<file path="src/rtl/ones_decoder.sv">
// ones_decoder: streaming size/value (ones-complement) code decoder.
// MSB-first bit buffer in, one signed WIDTH-bit value out per request.
module ones_decoder #(
    parameter int WIDTH = 8,
    parameter int IN_W  = 16,
    parameter int BUF_W = 32,
    localparam int SW   = $clog2(WIDTH),
    localparam int CW   = $clog2(BUF_W + 1)
) (
    input  logic             clk,
    input  logic             rst_n,
    input  logic [IN_W-1:0]  in_word,
    input  logic             in_valid,
    output logic             in_ready,
    input  logic [SW-1:0]    req_size,
    input  logic             req_valid,
    output logic             req_ready,
    output logic [WIDTH-1:0] out_val,
    output logic             out_valid,
    input  logic             out_ready,
    input  logic             flush,
    output logic [CW-1:0]    bits_avail
);

    logic [BUF_W-1:0] buf_q;
    logic [BUF_W-1:0] buf_n;
    logic [BUF_W-1:0] rem;
    logic [BUF_W-1:0] ins;
    logic [CW-1:0]    cnt_q;
    logic [CW-1:0]    cnt_n;
    logic [CW-1:0]    s_ext;
    logic [CW-1:0]    pop_n;
    logic [CW-1:0]    keep;
    logic [WIDTH-1:0] v;
    logic [WIDTH-1:0] mask;
    logic [WIDTH-1:0] msb;
    logic [WIDTH-1:0] dec;
    logic             accept;
    logic             push;

    assign s_ext      = CW'(req_size);
    assign bits_avail = cnt_q;
    assign in_ready   = cnt_q <= CW'(BUF_W - IN_W);
    assign req_ready  = (!out_valid || out_ready)
                     && (cnt_q >= s_ext) && !flush;
    assign accept     = req_valid && req_ready;
    assign push       = in_valid && in_ready && !flush;
    assign pop_n      = accept ? s_ext : '0;
    assign keep       = cnt_q - pop_n;

    // Buffer is MSB-aligned with zeros below the valid bits.
    always_comb begin
        v     = WIDTH'(buf_q >> (CW'(BUF_W) - s_ext));
        mask  = (WIDTH'(1) << req_size) - WIDTH'(1);
        msb   = mask ^ (mask >> 1);
        dec   = ((v & msb) != '0) ? v : v - mask;
        rem   = buf_q << pop_n;
        ins   = BUF_W'(in_word) << (BUF_W - IN_W);
        buf_n = rem;
        cnt_n = keep;
        if (push) begin
            buf_n = rem | (ins >> keep);
            cnt_n = keep + CW'(IN_W);
        end
        if (flush) begin
            buf_n = '0;
            cnt_n = '0;
        end
    end

    always_ff @(posedge clk or negedge rst_n) begin
        if (!rst_n) begin
            buf_q     <= '0;
            cnt_q     <= '0;
            out_val   <= '0;
            out_valid <= 1'b0;
        end else begin
            buf_q <= buf_n;
            cnt_q <= cnt_n;
            if (accept) begin
                out_val   <= dec;
                out_valid <= 1'b1;
            end else if (out_ready) begin
                out_valid <= 1'b0;
            end
        end
    end

endmodule

</file>
<file path="config.mk">
export PLATFORM = sky130hd
export DESIGN_NAME = ones_decoder
export DESIGN_NICKNAME = d
export VERILOG_FILES = /design/src/rtl/ones_decoder.sv
export SDC_FILE = /design/constraint.sdc
export NUM_CORES = 1
export LEC_CHECK = 0
export CAP_MARGIN = 20
export CORE_ASPECT_RATIO = 0.6
export CORE_UTILIZATION = 33
export CTS_CLUSTER_SIZE = 14
export DETAILED_ROUTE_END_ITERATION = 12
export HOLD_SLACK_MARGIN = 0.08
export PLACE_DENSITY = 0.55
export SYNTH_ARGS = -nofsm -noshare
export SYNTH_HDL_FRONTEND = slang
export SYNTH_SLANG_ARGS = --single-unit
</file>
<file path="constraint.sdc">
create_clock -name clk -period 7.55 [get_ports clk]
set_input_delay 1.51 -clock clk [delete_from_list [all_inputs] [get_ports clk]]
set_output_delay 1.51 -clock clk [all_outputs]
set_load 0.01 [all_outputs]
</file>
==> impl_results.md <==
- Largest net degree at the start of global routing: 48
- Crit path DAT: between 7 and 8 ns
- Max cap viols: 0
- Routed vias/inst: a little under 6
- Area of the die: 0.01755 mm2
- Starting Density: 0.3415
- All-Layer GR Usage: 0.2085
- Top cell type's share of synthesized area: 0.2447
- P_int: 1.107 mW
- Cell Area, Placed: 0.006261 mm2
- Worst Tran Pin Value: ~0.97 ns
- Setup ws final: roughly 0.61 ns
- Slew Viols, Final: 0
- Synth top area cells: mux4_2, dfrtp_1, nand2_1
- Hold endpoint: out_val[5]$_DFFE_PN0N_
- Vias in the first global route: just under 5000
- Synth Flop Type: dfrtp_1
- Die H: ~100 um
- Port bufs: 41
- Worst Min Path Start: out_val[5]$_DFFE_PN0N_
- Antenna-violating nets left: 0
- TNS Setup: 0 ns
- CTS Buf Count: 5
- RR Startpoint: bits_avail[0]$_DFF_PN0_
- Hold crit path type: reg -> reg
- Resized cells post-CTS: 0
- Final net count: 670
- Worst Path Required: 7.68 ns
- DRC Markers: 0
- Worst-path fanout max: 22
- Io pins: 42
- DR WL/cell: 20.17 um
- Root Buffer: clkbuf_16
- Worst VDD drop: 161.3 uV
- Worst R2R Path Depth: 15
- CTS tree: yes
- Total gr overflow: 0
- Final Cycle Share: 0.9191
- Leakage power: around 2.6 nW
- Hold Crit Depth: 2
- CP endpoint kind: flip-flop
- Worst slew margin: 0.3477
- RSZ-0062 raised after global routing: false
- Leading area contributor after synthesis: mux4_2
- Worst-Skew Late Latency: roughly 0.29 ns
- Combinational power share: 0.655
- Drt first pass iters: 5
- GPL Wtd Cong: a little under 0.9
- Core Rows: 36
- Hold Vio Cnt, Final: 0
- Setup bufs post-CTS: 0
- Final HPWL DP: 13170 um
- Pwr/cell area: between 300 and 400 mW/mm2
- 1st-iter DRT viols: 479
- Clock power frac: 0.128
- Critical path startpoint category: input pin
- First-pass GRT wire length: 28060 um
- Overall Power: 2.089 mW
- Sequential share of the synthesized area: 0.2095
- WL final: between 15000 and 20000 um
- Seq cells post-synth: 47
- Final Critical Period: around 6.9 ns
- Post-Synthesis Cell Area: approximately 0.0056 mm2
- Switching fraction of total power: 0.4701
- Syn Area/Cell: roughly 9.3 um2
- Reg clk slew, reported paths: approximately 0.070 ns
- Area grow syn2layout: 15.11%
- Post-synth EDFFs: 0
- Final setup fails: 0
- Fin area: approximately 0.0065 mm2
- Reg2reg end: buf_q[10]$_DFF_PN0_
- Post-CTS Hold Fix Bufs: 0
- Total clock sinks: 47
- CTS H-tree lvls: 2
- Initial antenna violation count: 0
- Status: finished clean
- Bufs on Longest Clock Path: 2
- Fin Clk Skew: about 0.0054 ns
- Pre-CTS setup slack: between 0.3 and 0.4 ns
- Register-to-register setup slack: 2.68 ns
- Sequential share of power: 0.218
- Core ar.: approximately 0.016 mm2
- Switch Pwr: approximately 980 uW
- Post-Syn Nets: 650
- Die width: between 150 and 200 um
- Fmax: ~140 MHz
- Final Non-Filler Cells: roughly 850
- Commonest non-fill, non-tap cell in the layout: nand2_1
- WS Path Type: in -> reg
- Vias: ~5100
- Async S/R FF share, synth: 1.000
- Synth unique cells: between 60 and 70
- Diodes inserted: 0
- Commonest cells after routing, fill and taps aside: nand2_1, mux4_2, dfrtp_1
- Post-synthesis cell count: around 600
- YS warnings: 0
- Share of layout cells above drive strength 1: 0.1798
- Placed Cells incl. Taps: between 800 and 900
[Yosys cell counts, types with 4 or more instances]
cell type and instances:
a21oi_1 26, a22oi_1 10, a31oi_1 24, and3_1 4, buf_2 7, clkbuf_1 33, clkinv_1 4, dfrtp_1 47
ha_1 21, inv_1 19, mux2_2 12, mux2i_1 29, mux4_2 61, nand2_1 92, nand2b_1 13, nand3_1 13
nor2_1 41, nor2b_1 6, nor3_1 13, nor3b_1 4, o21a_1 4, o21ai_0 23, o22ai_1 6, o31ai_1 6
or4_1 4, xnor2_1 11, xor2_1 6
[critical path, cell delays in order]
cell and delay [ns]:
clkdlybuf4s50_1 0.79, clkinv_1 0.46, ha_1 0.33, nor4_1 0.25
o21ai_0 0.20, nand4_1 0.36, inv_2 0.08, ha_1 0.21
fa_1 1.16, mux4_2 0.44, nand2_1 0.08, o21ai_0 0.14
o211a_1 0.24, o21ai_0 0.64, a31oi_1 0.17
[how the worst max path moves through the flow]
stage	start	endpoint	slack (ns)	cells after the start
final	req_size[2]	buf_q[10]$_DFF_PN0_	0.61	15
after global routing	req_size[2]	buf_q[10]$_DFF_PN0_	0.17	15
after CTS	req_size[2]	buf_q[10]$_DFF_PN0_	0.69	15
after detailed placement	req_size[2]	buf_q[10]$_DFF_PN0_	0.37	15
after global placement	req_size[2]	buf_q[10]$_DFF_PN0_	0.58	15
after floorplan	req_size[1]	buf_q[3]$_DFF_PN0_	1.88	16
[final cells by class]
class	count	area, um2
fill	1608	9978
multi-input combinational	486	4184
sequential	47	1176
timing repair buffer	58	553.0
tap	228	285.3
clock buffer	6	138.9
inverter	24	90.09
clock inverter	2	35.03
[sequential cells by signal (all words and copies together) (netlist names)]
signal and cells:
out_valid 1, bits_avail 6, buf_q 32, out_val 8
[metrics by stage]
step                      hold WS (ns)  utilization
after floorplan                 0.5168            -
after global placement          0.4721       0.3808
after detailed placement        0.4799       0.3808
after CTS                       0.4953       0.3914
after global routing            0.5071       0.3931
final                           0.4894       0.3931
[per-layer routing]
metal / part of all wire / wire (um) / global-route usage / vias to the layer above
met3: 0.087 / 1494 / 0.04491 / 9
li1: - / - / - / 2337
met1: 0.51 / 8813 / 0.3364 / 2541
met2: 0.39 / 6761 / 0.2837 / 193
met5: 0 / 0 / 0 / -
met4: 0.0054 / 92 / 0.02287 / 0
[power groups by stage]
stage          clock network, mW  logic, mW  registers (mW)
5_1_grt                    0.285       1.49           0.470
4_1_cts                    0.272       1.34           0.453
3_5_place_dp                   0       1.33           0.458
3_3_place_gp                   0       1.34           0.452
2_1_floorplan                  0      0.945           0.417
6_report                   0.267       1.37           0.454
[cell families after synthesis]
group,after synthesis,share of synthesized area
xor+xnor,17,0.02652
mux,104,0.3298
flops,47,0.2095
compound gates,131,0.1547
buf+inv,69,0.04925
simple gates,211,0.1763
fa+ha+maj,23,0.05393
Note: power is estimated with default switching activity, not from simulation.
